## config.mk

```make
export PLATFORM = sky130hd
export DESIGN_NAME = tos_stop_capture_flat
export DESIGN_NICKNAME = d
export VERILOG_FILES = /design/src/rtl/tos_stop_capture_if.sv /design/src/rtl/tos_stop_capture.sv /design/src/flat_wrapper.sv
export SDC_FILE = /design/constraint.sdc
export NUM_CORES = 1
export LEC_CHECK = 0
export CAP_MARGIN = 20
export CORE_AREA = 8 8 130 132
export CTS_BUF_LIST = sky130_fd_sc_hd__clkbuf_16
export CTS_CLUSTER_SIZE = 8
export DETAILED_ROUTE_END_ITERATION = 7
export DIE_AREA = 0 0 138 140
export GPL_ROUTABILITY_DRIVEN = 0
export PLACE_DENSITY = 0.81
export RECOVER_POWER = 25
export SETUP_SLACK_MARGIN = 0.2
export SKIP_CTS_REPAIR_TIMING = 1
export SLEW_MARGIN = 20
export SYNTH_ARGS = -nofsm -noshare
export SYNTH_HDL_FRONTEND = slang
export SYNTH_SLANG_ARGS = --single-unit
export TNS_END_PERCENT = 1
```

## constraint.sdc

```tcl
create_clock -name clk_tf -period 4.45 [get_ports clk_tf]
set_input_delay 1.1125 -clock clk_tf [delete_from_list [all_inputs] [get_ports clk_tf]]
set_output_delay 1.1125 -clock clk_tf [all_outputs]
set_load 0.005 [all_outputs]
```

## src/rtl/tos_stop_capture_if.sv

```systemverilog
// Record handoff channel from the TOS/stop capture block to the uC/DDC consumer.
interface tos_stop_capture_if #(
  parameter int unsigned CountWidth = 25
);
  logic                  rec_valid;
  logic                  rec_ready;
  logic [31:0]           rec_seconds;
  logic [CountWidth-1:0] rec_coarse;
  logic [3:0]            rec_flags;

  modport master (
    output rec_valid,
    output rec_seconds,
    output rec_coarse,
    output rec_flags,
    input  rec_ready
  );

  modport slave (
    input  rec_valid,
    input  rec_seconds,
    input  rec_coarse,
    input  rec_flags,
    output rec_ready
  );
endinterface

```

## src/rtl/tos_stop_capture.sv

```systemverilog
// Coarse TOS->stop interval capture with TOS period validation, second counting
// and a single-entry valid/ready record output.
module tos_stop_capture #(
  parameter int unsigned ClocksPerSecond = 19200000,
  parameter int unsigned CountWidth      = 25,
  parameter int unsigned LockCount       = 3
) (
  input  logic                       clk_tf,
  input  logic                       tf_reset_l,
  input  logic                       tos_mark_next,
  input  logic                       tdc_stop_next,
  tos_stop_capture_if.master         rec,
  output logic                       tos_locked
);

  localparam int unsigned GoodWidth = (LockCount < 1) ? 1 : $clog2(LockCount + 1);
  localparam logic [CountWidth-1:0] CntMax    = '1;
  localparam logic [CountWidth-1:0] PeriodEnd = CountWidth'(ClocksPerSecond - 1);
  localparam logic [GoodWidth-1:0]  GoodMax   = GoodWidth'(LockCount);

  typedef enum logic [1:0] {
    S_WAIT_TOS = 2'd0,
    S_OPEN     = 2'd1,
    S_HELD     = 2'd2
  } state_e;

  state_e                state_q, state_d;
  logic [CountWidth-1:0] cyc_cnt_q, cyc_cnt_d;
  logic                  stop_prev_q, stop_prev_d;
  logic [CountWidth-1:0] cap_coarse_q, cap_coarse_d;
  logic                  multi_q, multi_d;
  logic [31:0]           sec_cnt_q, sec_cnt_d;
  logic [GoodWidth-1:0]  good_cnt_q, good_cnt_d;
  logic                  locked_q, locked_d;
  logic                  overrun_q, overrun_d;

  // Closed-second record waiting one cycle before it reaches the output register.
  logic                  pend_valid_q, pend_valid_d;
  logic [31:0]           pend_seconds_q, pend_seconds_d;
  logic [CountWidth-1:0] pend_coarse_q, pend_coarse_d;
  logic [2:0]            pend_flags_q, pend_flags_d;

  logic                  rec_valid_q, rec_valid_d;
  logic [31:0]           rec_seconds_q, rec_seconds_d;
  logic [CountWidth-1:0] rec_coarse_q, rec_coarse_d;
  logic [3:0]            rec_flags_q, rec_flags_d;

  logic tos_c;
  logic stop_c;
  logic period_err_c;

  // Capture, second-closing and lock tracking.
  always_comb begin
    tos_c          = tos_mark_next;
    stop_c         = tdc_stop_next && !stop_prev_q;
    period_err_c   = (cyc_cnt_q != PeriodEnd);

    state_d        = state_q;
    stop_prev_d    = tdc_stop_next;
    cap_coarse_d   = cap_coarse_q;
    multi_d        = multi_q;
    sec_cnt_d      = sec_cnt_q;
    good_cnt_d     = good_cnt_q;
    pend_valid_d   = 1'b0;
    pend_seconds_d = pend_seconds_q;
    pend_coarse_d  = pend_coarse_q;
    pend_flags_d   = pend_flags_q;

    if (tos_c) begin
      cyc_cnt_d = '0;
    end else if (cyc_cnt_q == CntMax) begin
      cyc_cnt_d = CntMax;
    end else begin
      cyc_cnt_d = cyc_cnt_q + CountWidth'(1);
    end

    case (state_q)
      S_WAIT_TOS: begin
        if (tos_c) begin
          state_d = S_OPEN;
        end
      end
      S_OPEN, S_HELD: begin
        if (tos_c) begin
          pend_valid_d   = 1'b1;
          pend_seconds_d = sec_cnt_q;
          pend_coarse_d  = (state_q == S_HELD) ? cap_coarse_q : CntMax;
          pend_flags_d   = {(state_q == S_HELD) && multi_q, state_q == S_OPEN, period_err_c};
          sec_cnt_d      = sec_cnt_q + 32'd1;
          if (period_err_c) begin
            good_cnt_d = '0;
          end else if (good_cnt_q != GoodMax) begin
            good_cnt_d = good_cnt_q + GoodWidth'(1);
          end
          // A stop on the TOS edge opens the new second with coarse 0.
          if (stop_c) begin
            cap_coarse_d = '0;
            multi_d      = 1'b0;
            state_d      = S_HELD;
          end else begin
            state_d      = S_OPEN;
          end
        end else if (stop_c) begin
          if (state_q == S_OPEN) begin
            cap_coarse_d = cyc_cnt_d;
            multi_d      = 1'b0;
            state_d      = S_HELD;
          end else begin
            multi_d      = 1'b1;
          end
        end
      end
      default: state_d = S_WAIT_TOS;
    endcase

    locked_d = (good_cnt_d >= GoodMax);
  end

  // Single-entry output register; a record arriving while one is stalled is dropped.
  always_comb begin
    rec_valid_d   = rec_valid_q && !rec.rec_ready;
    rec_seconds_d = rec_seconds_q;
    rec_coarse_d  = rec_coarse_q;
    rec_flags_d   = rec_flags_q;
    overrun_d     = overrun_q;

    if (pend_valid_q) begin
      if (rec_valid_q && !rec.rec_ready) begin
        overrun_d     = 1'b1;
      end else begin
        rec_valid_d   = 1'b1;
        rec_seconds_d = pend_seconds_q;
        rec_coarse_d  = pend_coarse_q;
        rec_flags_d   = {overrun_q, pend_flags_q};
        overrun_d     = 1'b0;
      end
    end
  end

  always_ff @(posedge clk_tf or negedge tf_reset_l) begin
    if (!tf_reset_l) begin
      state_q        <= S_WAIT_TOS;
      cyc_cnt_q      <= '0;
      stop_prev_q    <= 1'b0;
      cap_coarse_q   <= '0;
      multi_q        <= 1'b0;
      sec_cnt_q      <= '0;
      good_cnt_q     <= '0;
      locked_q       <= 1'b0;
      overrun_q      <= 1'b0;
      pend_valid_q   <= 1'b0;
      pend_seconds_q <= '0;
      pend_coarse_q  <= '0;
      pend_flags_q   <= '0;
      rec_valid_q    <= 1'b0;
      rec_seconds_q  <= '0;
      rec_coarse_q   <= '0;
      rec_flags_q    <= '0;
    end else begin
      state_q        <= state_d;
      cyc_cnt_q      <= cyc_cnt_d;
      stop_prev_q    <= stop_prev_d;
      cap_coarse_q   <= cap_coarse_d;
      multi_q        <= multi_d;
      sec_cnt_q      <= sec_cnt_d;
      good_cnt_q     <= good_cnt_d;
      locked_q       <= locked_d;
      overrun_q      <= overrun_d;
      pend_valid_q   <= pend_valid_d;
      pend_seconds_q <= pend_seconds_d;
      pend_coarse_q  <= pend_coarse_d;
      pend_flags_q   <= pend_flags_d;
      rec_valid_q    <= rec_valid_d;
      rec_seconds_q  <= rec_seconds_d;
      rec_coarse_q   <= rec_coarse_d;
      rec_flags_q    <= rec_flags_d;
    end
  end

  assign rec.rec_valid   = rec_valid_q;
  assign rec.rec_seconds = rec_seconds_q;
  assign rec.rec_coarse  = rec_coarse_q;
  assign rec.rec_flags   = rec_flags_q;
  assign tos_locked      = locked_q;

endmodule
```

## src/flat_wrapper.sv

```systemverilog
// flat-port wrapper written by rule: the top's interface ports become plain ports
module tos_stop_capture_flat 
#(
  parameter int unsigned ClocksPerSecond = 19200000,
  parameter int unsigned CountWidth      = 25,
  parameter int unsigned LockCount       = 3
)
  (clk_tf, tf_reset_l, tos_mark_next, tdc_stop_next, tos_locked, rec_rec_valid, rec_rec_seconds, rec_rec_coarse, rec_rec_flags, rec_rec_ready);
  tos_stop_capture_if #(.CountWidth(CountWidth)) rec_i ();
  input  logic clk_tf;
  input  logic tf_reset_l;
  input  logic tos_mark_next;
  input  logic tdc_stop_next;
  output logic tos_locked;
  output wire logic [$bits(rec_i.rec_valid)-1:0] rec_rec_valid;
  output wire logic [$bits(rec_i.rec_seconds)-1:0] rec_rec_seconds;
  output wire logic [$bits(rec_i.rec_coarse)-1:0] rec_rec_coarse;
  output wire logic [$bits(rec_i.rec_flags)-1:0] rec_rec_flags;
  input wire logic [$bits(rec_i.rec_ready)-1:0] rec_rec_ready;
  assign rec_rec_valid = rec_i.rec_valid;
  assign rec_rec_seconds = rec_i.rec_seconds;
  assign rec_rec_coarse = rec_i.rec_coarse;
  assign rec_rec_flags = rec_i.rec_flags;
  assign rec_i.rec_ready = rec_rec_ready;
  tos_stop_capture #(.ClocksPerSecond(ClocksPerSecond), .CountWidth(CountWidth), .LockCount(LockCount)) u_core (.clk_tf(clk_tf), .tf_reset_l(tf_reset_l), .tos_mark_next(tos_mark_next), .tdc_stop_next(tdc_stop_next), .rec(rec_i), .tos_locked(tos_locked));
endmodule
```

==> results_dict.tcl, run 1 <==
set metrics [dict create \
    cts_sinks 213 \
    nNetsFinal 828 \
    insertedDiodeCount 0 \
    p_comb_frac 0.214 \
    layout_commonest_cell "dfrtp_1" \
    synth-seq-cells 213 \
    p_int_uw 4079 \
    synth_cells 743 \
    pwr_density_cell_nw_per_um2 546.1 \
    crit_fanout 92 \
    critPathTopFamily "buffers and inverters" \
    fmax_mhz 341.7 \
    synth_fp_nets 754 \
    die_y_um 140 \
    row_count 45 \
    maxCapViolCount 1 \
    dp_slack_ns 1.096 \
    violations "max-capacitance violations, max-slew violations" \
    first_pass_iters 4 \
    slew_viol_final 92 \
    fin_setup_tns_ns 0 \
    io_buffers 67 \
    path_class "in -> async" \
    critPathCaptureType "async pin" \
    crit_slowest_cell "clkbuf_2" \
    synthFlopType "dfrtp_1" \
    period_share 0.6576 \
    clk_latency_ns 0.52 \
    overflow 0 \
    clockPowerShare 0.343 \
    design.core.area_um2 14860 \
    sw_frac_of_total 0.2793 \
    avgSynthCellArea_um2 11.74 \
    hpwl_um 10900 \
    r2r-start "u_core.cyc_cnt_q[0]" \
    peakVddDrop_mv 0.3191 \
    grt_pass1_vias 6154 \
    p_sw_uw 1580 \
    routed_wl_um 17220 \
    layout_common_cells "213 x dfrtp_1, 131 x nand2_1, 73 x mux2_2" \
    power_frac_seq 0.443 \
    yosysWarnings 0 \
    cts_tree "done" \
    worst_pin_slew_ns 2.249 \
    clkTransAtPathRegs_ns 0.05 \
    rsz0062_at_grt "no" \
    gr-usage-all-layers 0.1784 \
    synth_area_um2 8720 \
    synth_cell_types 52 \
    status "finished, violations left" \
    synth_edf_count 0 \
    worstPathCellList "clkbuf_2 > buf_4" \
    crit_arrival_ns 3.51 \
    worstHoldStart "u_core.pend_seconds_q[5]" \
    finClkSkew_ns 0.007509 \
    cts_buffers 30 \
    wl_per_cell_um 17.14 \
    routed-via-count 5719 \
    finalHoldViolCount 0 \
    crit_required_ns 5.04 \
    drt-initial-drc-count 430 \
    crit_buf_inv 2 \
    relSlewSlack -0.4993 \
    hp-class "reg -> reg" \
    ys_seq_area_frac 0.6113 \
    finalSetupViolCount 0 \
    die_w_um 138 \
    p_leak_uw 0.004713 \
    grt_max_degree 94 \
    initial_core_util 0.5866 \
    fin_crit_ns 2.927 \
    via_per_inst 5.691 \
    syn_to_final_growth_pct 18.84 \
    clock_path_buffers 3 \
    critPathLaunchType "input port" \
    io-pin-count 68 \
    setup_ws_ns 1.523 \
    cts_max_level 1 \
    antenna_left 0 \
    drive_above_1_share 0.1775 \
    antenna_found_initial 0 \
    post-route-drc-count 0 \
    crit_start "tf_reset_l" \
    ys_async_sr_fraction 1.000 \
    crit_path_max_incr_delay_ns 1.55 \
    root_buffer "clkbuf_16" \
    grt_pass1_wl_um 29690 \
    dieArea_um2 19320 \
]
-- flip-flops by register name (all words and copies together) (netlist names), 3 cells and up --
| name | cells |
|---|---|
| u_core.pend_seconds_q | 32 |
| u_core.sec_cnt_q | 32 |
| u_core.rec.rec_seconds | 32 |
| u_core.pend_coarse_q | 25 |
| u_core.cap_coarse_q | 25 |
| u_core.rec.rec_flags | 4 |
| u_core.rec.rec_coarse | 25 |
| u_core.cyc_cnt_q | 25 |
| u_core.pend_flags_q | 3 |
-- layout make-up --
class                           instances  area [um2]
Timing Repair Buffer                   75       754.5
Fill cell                            1043        4502
Multi-Input combinational cell        467        3149
Sequential cell                       213        5330
Tap cell                              188       235.2
Clock buffer                           31       775.7
Inverter                               30       112.6
Clock inverter                          1       5.005
-- metrics by stage --
stage	cells	area (um2)	hold WS, ns	utilization	power, uW
5_1_grt	1005	10360	0.4926	0.6971	5943
2_1_floorplan	743	8720	0.4348	-	3215
6_report	1005	10360	0.4712	0.6971	5659
4_1_cts	1004	10360	0.4757	0.6970	5716
3_3_place_gp	972	9579	0.4563	0.6444	3676
3_5_place_dp	972	9579	0.4618	0.6444	3752
-- synthesized netlist by cell type (all sizes together) (8+ instances only) --
cell / instances / area (um2)
a21oi: 29 / 190.2
a31oi: 26 / 162.7
and3: 12 / 75.07
buf: 9 / 40.04
clkbuf: 24 / 90.09
dfrtp: 213 / 5330
inv: 30 / 112.6
mux2: 74 / 833.3
nand2: 132 / 495.5
nand3: 14 / 75.07
nand4: 14 / 117.6
nor2: 47 / 183.9
nor3: 8 / 40.04
xnor2: 34 / 297.8
xor2: 13 / 113.9
-- power by group through the flow --
stage / logic, uW / clock network, uW / registers [uW]
6_report: 1210 / 1940 / 2510
5_1_grt: 1340 / 2050 / 2550
4_1_cts: 1230 / 1970 / 2510
3_5_place_dp: 1210 / 0 / 2540
3_3_place_gp: 1170 / 0 / 2510
2_1_floorplan: 741 / 0 / 2470
-- per-layer routing --
metal | up-vias | wire length [um] | global-route usage
met2 | 137 | 9037 | 0.3176
met4 | 0 | 395 | 0.06350
li1 | 2658 | - | -
met5 | - | 0 | 0
met1 | 2878 | 6965 | 0.2107
met3 | 46 | 824 | 0.03482
-- cell families after synthesis --
kind of cell	count (synthesis)	synth area share
multiplexers	74	0.09557
buffers and inverters	63	0.02784
AND/OR/NAND/NOR	257	0.1455
AO/OA/AOI/OAI	83	0.06400
flip-flops	213	0.6113
adder cells (fa/ha/maj)	6	0.008609
XOR/XNOR	47	0.04721
-- final timing paths --
kind / endpoint / slack [ns] / cells after the start
max in group clk_tf: u_core.cap_coarse_q[9] / 1.61 / 5
worst max register to register: u_core.cap_coarse_q[14] / 1.92 / 7
min in group asynchronous: u_core.rec.rec_seconds[6] / 1.23 / 1
worst max-delay path: u_core.pend_coarse_q[8] / 1.52 / 2
worst min register to register: u_core.pend_seconds_q[5] / 0.47 / 2
worst min-delay path: u_core.pend_seconds_q[5] / 0.47 / 2
No activity file was read; power rests on OpenSTA's default activity.
==> inputs of run 2 (changes only) <==
--- a/config.mk
+++ b/config.mk
@@ -6,13 +6,13 @@
 export NUM_CORES = 1
 export LEC_CHECK = 0
 export CAP_MARGIN = 20
-export CORE_AREA = 8 8 130 132
+export CORE_AREA = 8 8 139 141
 export CTS_BUF_LIST = sky130_fd_sc_hd__clkbuf_16
 export CTS_CLUSTER_SIZE = 8
 export DETAILED_ROUTE_END_ITERATION = 7
-export DIE_AREA = 0 0 138 140
+export DIE_AREA = 0 0 147 149
 export GPL_ROUTABILITY_DRIVEN = 0
-export PLACE_DENSITY = 0.81
+export PLACE_DENSITY = 0.74
 export RECOVER_POWER = 25
 export SETUP_SLACK_MARGIN = 0.2
 export SKIP_CTS_REPAIR_TIMING = 1
==> constraint.sdc (replaced) <==
create_clock -name clk_tf -period 2.4 [get_ports clk_tf]
set_input_delay 0.6 -clock clk_tf [delete_from_list [all_inputs] [get_ports clk_tf]]
set_output_delay 0.6 -clock clk_tf [all_outputs]
set_load 0.005 [all_outputs]
==> run 2 against run 1 <==
The flow now finishes without violations; power rose by 87%; via count rose by 0.51%; worst hold slack got worse by 0.021 ns; clock skew rose by 0.0046 ns.
==> results_dict.tcl, run 2 (synthesis results as in run 1) <==
set metrics [dict create \
    peakVddDrop_mv 0.5372 \
    clk_latency_ns 0.52 \
    hpwl_um 11730 \
    finalHoldViolCount 0 \
    nNetsFinal 849 \
    crit_path_max_incr_delay_ns 0.48 \
    critPathCaptureType "register" \
    routed-via-count 5748 \
    routed_wl_um 17660 \
    io-pin-count 68 \
    cts_buffers 30 \
    cts_sinks 213 \
    grt_pass1_wl_um 30460 \
    layout_commonest_cell "dfrtp_1" \
    highest_layer "met4" \
    fmax_mhz 466.2 \
    initial_core_util 0.5112 \
    clkTransAtPathRegs_ns 0.05 \
    via_per_inst 5.407 \
    fin_crit_ns 2.145 \
    cts_max_level 1 \
    cts_tree "done" \
    io_buffers 67 \
    pwr_density_cell_nw_per_um2 998.1 \
    hold_ws_ns 0.4500 \
    relSlewSlack 0.2485 \
    finalSetupViolCount 0 \
    drt-initial-drc-count 359 \
    antenna_left 0 \
    critPathLaunchType "register" \
    dr_wl_met3_um 843 \
    grt_max_degree 126 \
    crit_buf_inv 2 \
    drive_above_1_share 0.1957 \
    fin_setup_tns_ns 0 \
    worstPathCellList "inv_1 > ha_1 > nand2_1 > inv_2 > nand3_1 > or4_4 > nor2_2 > xor2_1" \
    worst_pin_slew_ns 1.127 \
    crit_fanout 6 \
    maxCapViolCount 0 \
    rsz0062_at_grt "yes" \
    overflow 0 \
    insertedDiodeCount 0 \
    slew_viol_final 0 \
    die_y_um 149 \
    die_w_um 147 \
    crit_arrival_ns 2.57 \
    crit_required_ns 2.83 \
    grt_pass1_vias 6182 \
    critPathTopFamily "simple AND/OR/NAND/NOR gates" \
    wl_per_cell_um 16.61 \
    layout_common_cells "213 x dfrtp_1, 131 x nand2_1, 73 x mux2_2" \
    path_class "reg -> reg" \
    syn_to_final_growth_pct 21.31 \
    p_leak_uw 0.004814 \
    dieArea_um2 21900 \
    clock_path_buffers 3 \
    row_count 48 \
    root_buffer "clkbuf_16" \
    period_share 0.8937 \
    first_pass_iters 4 \
    num-fill-cells 1336 \
    design.core.area_um2 17060 \
    hp-class "in -> async" \
    finClkSkew_ns 0.01207 \
    wl_met2_um 9434 \
    gr-usage-all-layers 0.1648 \
    status "complete, no violations" \
    crit_slowest_cell "or4_4" \
    antenna_found_initial 0 \
    wl_met1_um 7150 \
    post-route-drc-count 0 \
]
## run 2: cell types whose count changed in the layout (fill, tap and decap cells not counted)
cell,delta
buf_12,+1
buf_4,+17
clkbuf_1,+1
clkbuf_4,+1
dlygate4sd3_1,+1
## run 2: area by class of cell
class                      instances  area (um2)  area share
tap                              225       281.5     0.02661
clock inverter                     1       5.005   0.0004732
sequential                       213        5330      0.5039
multi-input combinational        467        3149      0.2977
timing repair buffer              96       923.4     0.08730
clock buffer                      31       775.7     0.07334
inverter                          30       112.6     0.01065
## run 2: report_power, final
part	internal, uW	total (uW)	switching, uW
logic	1160	2340	1180
registers	4240	4640	400
clock network	2230	3570	1340
total	7630	10600	2920
## run 2: through the flow
step	instance area, um2	total power [uW]	instances	worst slack (ns)	util
after CTS	10580	10720	1058	0.2185	0.6205
after global routing	10580	11100	1063	0.1762	0.6202
after global placement	9803	6986	1026	0.1410	0.5748
after detailed placement	9803	7099	1026	0.02531	0.5748
final	10580	10560	1063	0.2550	0.6202
after floorplan	8720	5962	743	0.4635	-
## run 2: final timing paths
path,slack (ns),start,depth (start not counted),endpoint
max,0.26,u_core.state_q[0],8,u_core.sec_cnt_q[30]
min,0.45,tf_reset_l,2,u_core.rec.rec_seconds[5]
max reg2reg,0.26,u_core.state_q[0],8,u_core.sec_cnt_q[30]
min reg2reg,0.47,u_core.pend_seconds_q[28],2,u_core.pend_seconds_q[28]
max in group asynchronous,0.55,tf_reset_l,3,u_core.rec.rec_seconds[23]
min in group clk_tf,0.47,u_core.pend_seconds_q[28],2,u_core.pend_seconds_q[28]
## run 2: metal layers
layer	global-route usage	vias up
li1	-	2690
met1	0.1977	2925
met2	0.3018	108
met3	0.02943	25
met4	0.04029	0
met5	0	-
==> inputs of run 3 (changes only) <==
--- a/config.mk
+++ b/config.mk
@@ -8,6 +8,7 @@
 export CAP_MARGIN = 20
 export CORE_AREA = 8 8 139 141
 export CTS_BUF_LIST = sky130_fd_sc_hd__clkbuf_16
+export CTS_CLUSTER_DIAMETER = 100
 export CTS_CLUSTER_SIZE = 8
 export DETAILED_ROUTE_END_ITERATION = 7
 export DIE_AREA = 0 0 147 149
==> results of run 3 <==
The final DEF is identical to that of run 2; final timing and power are the same.
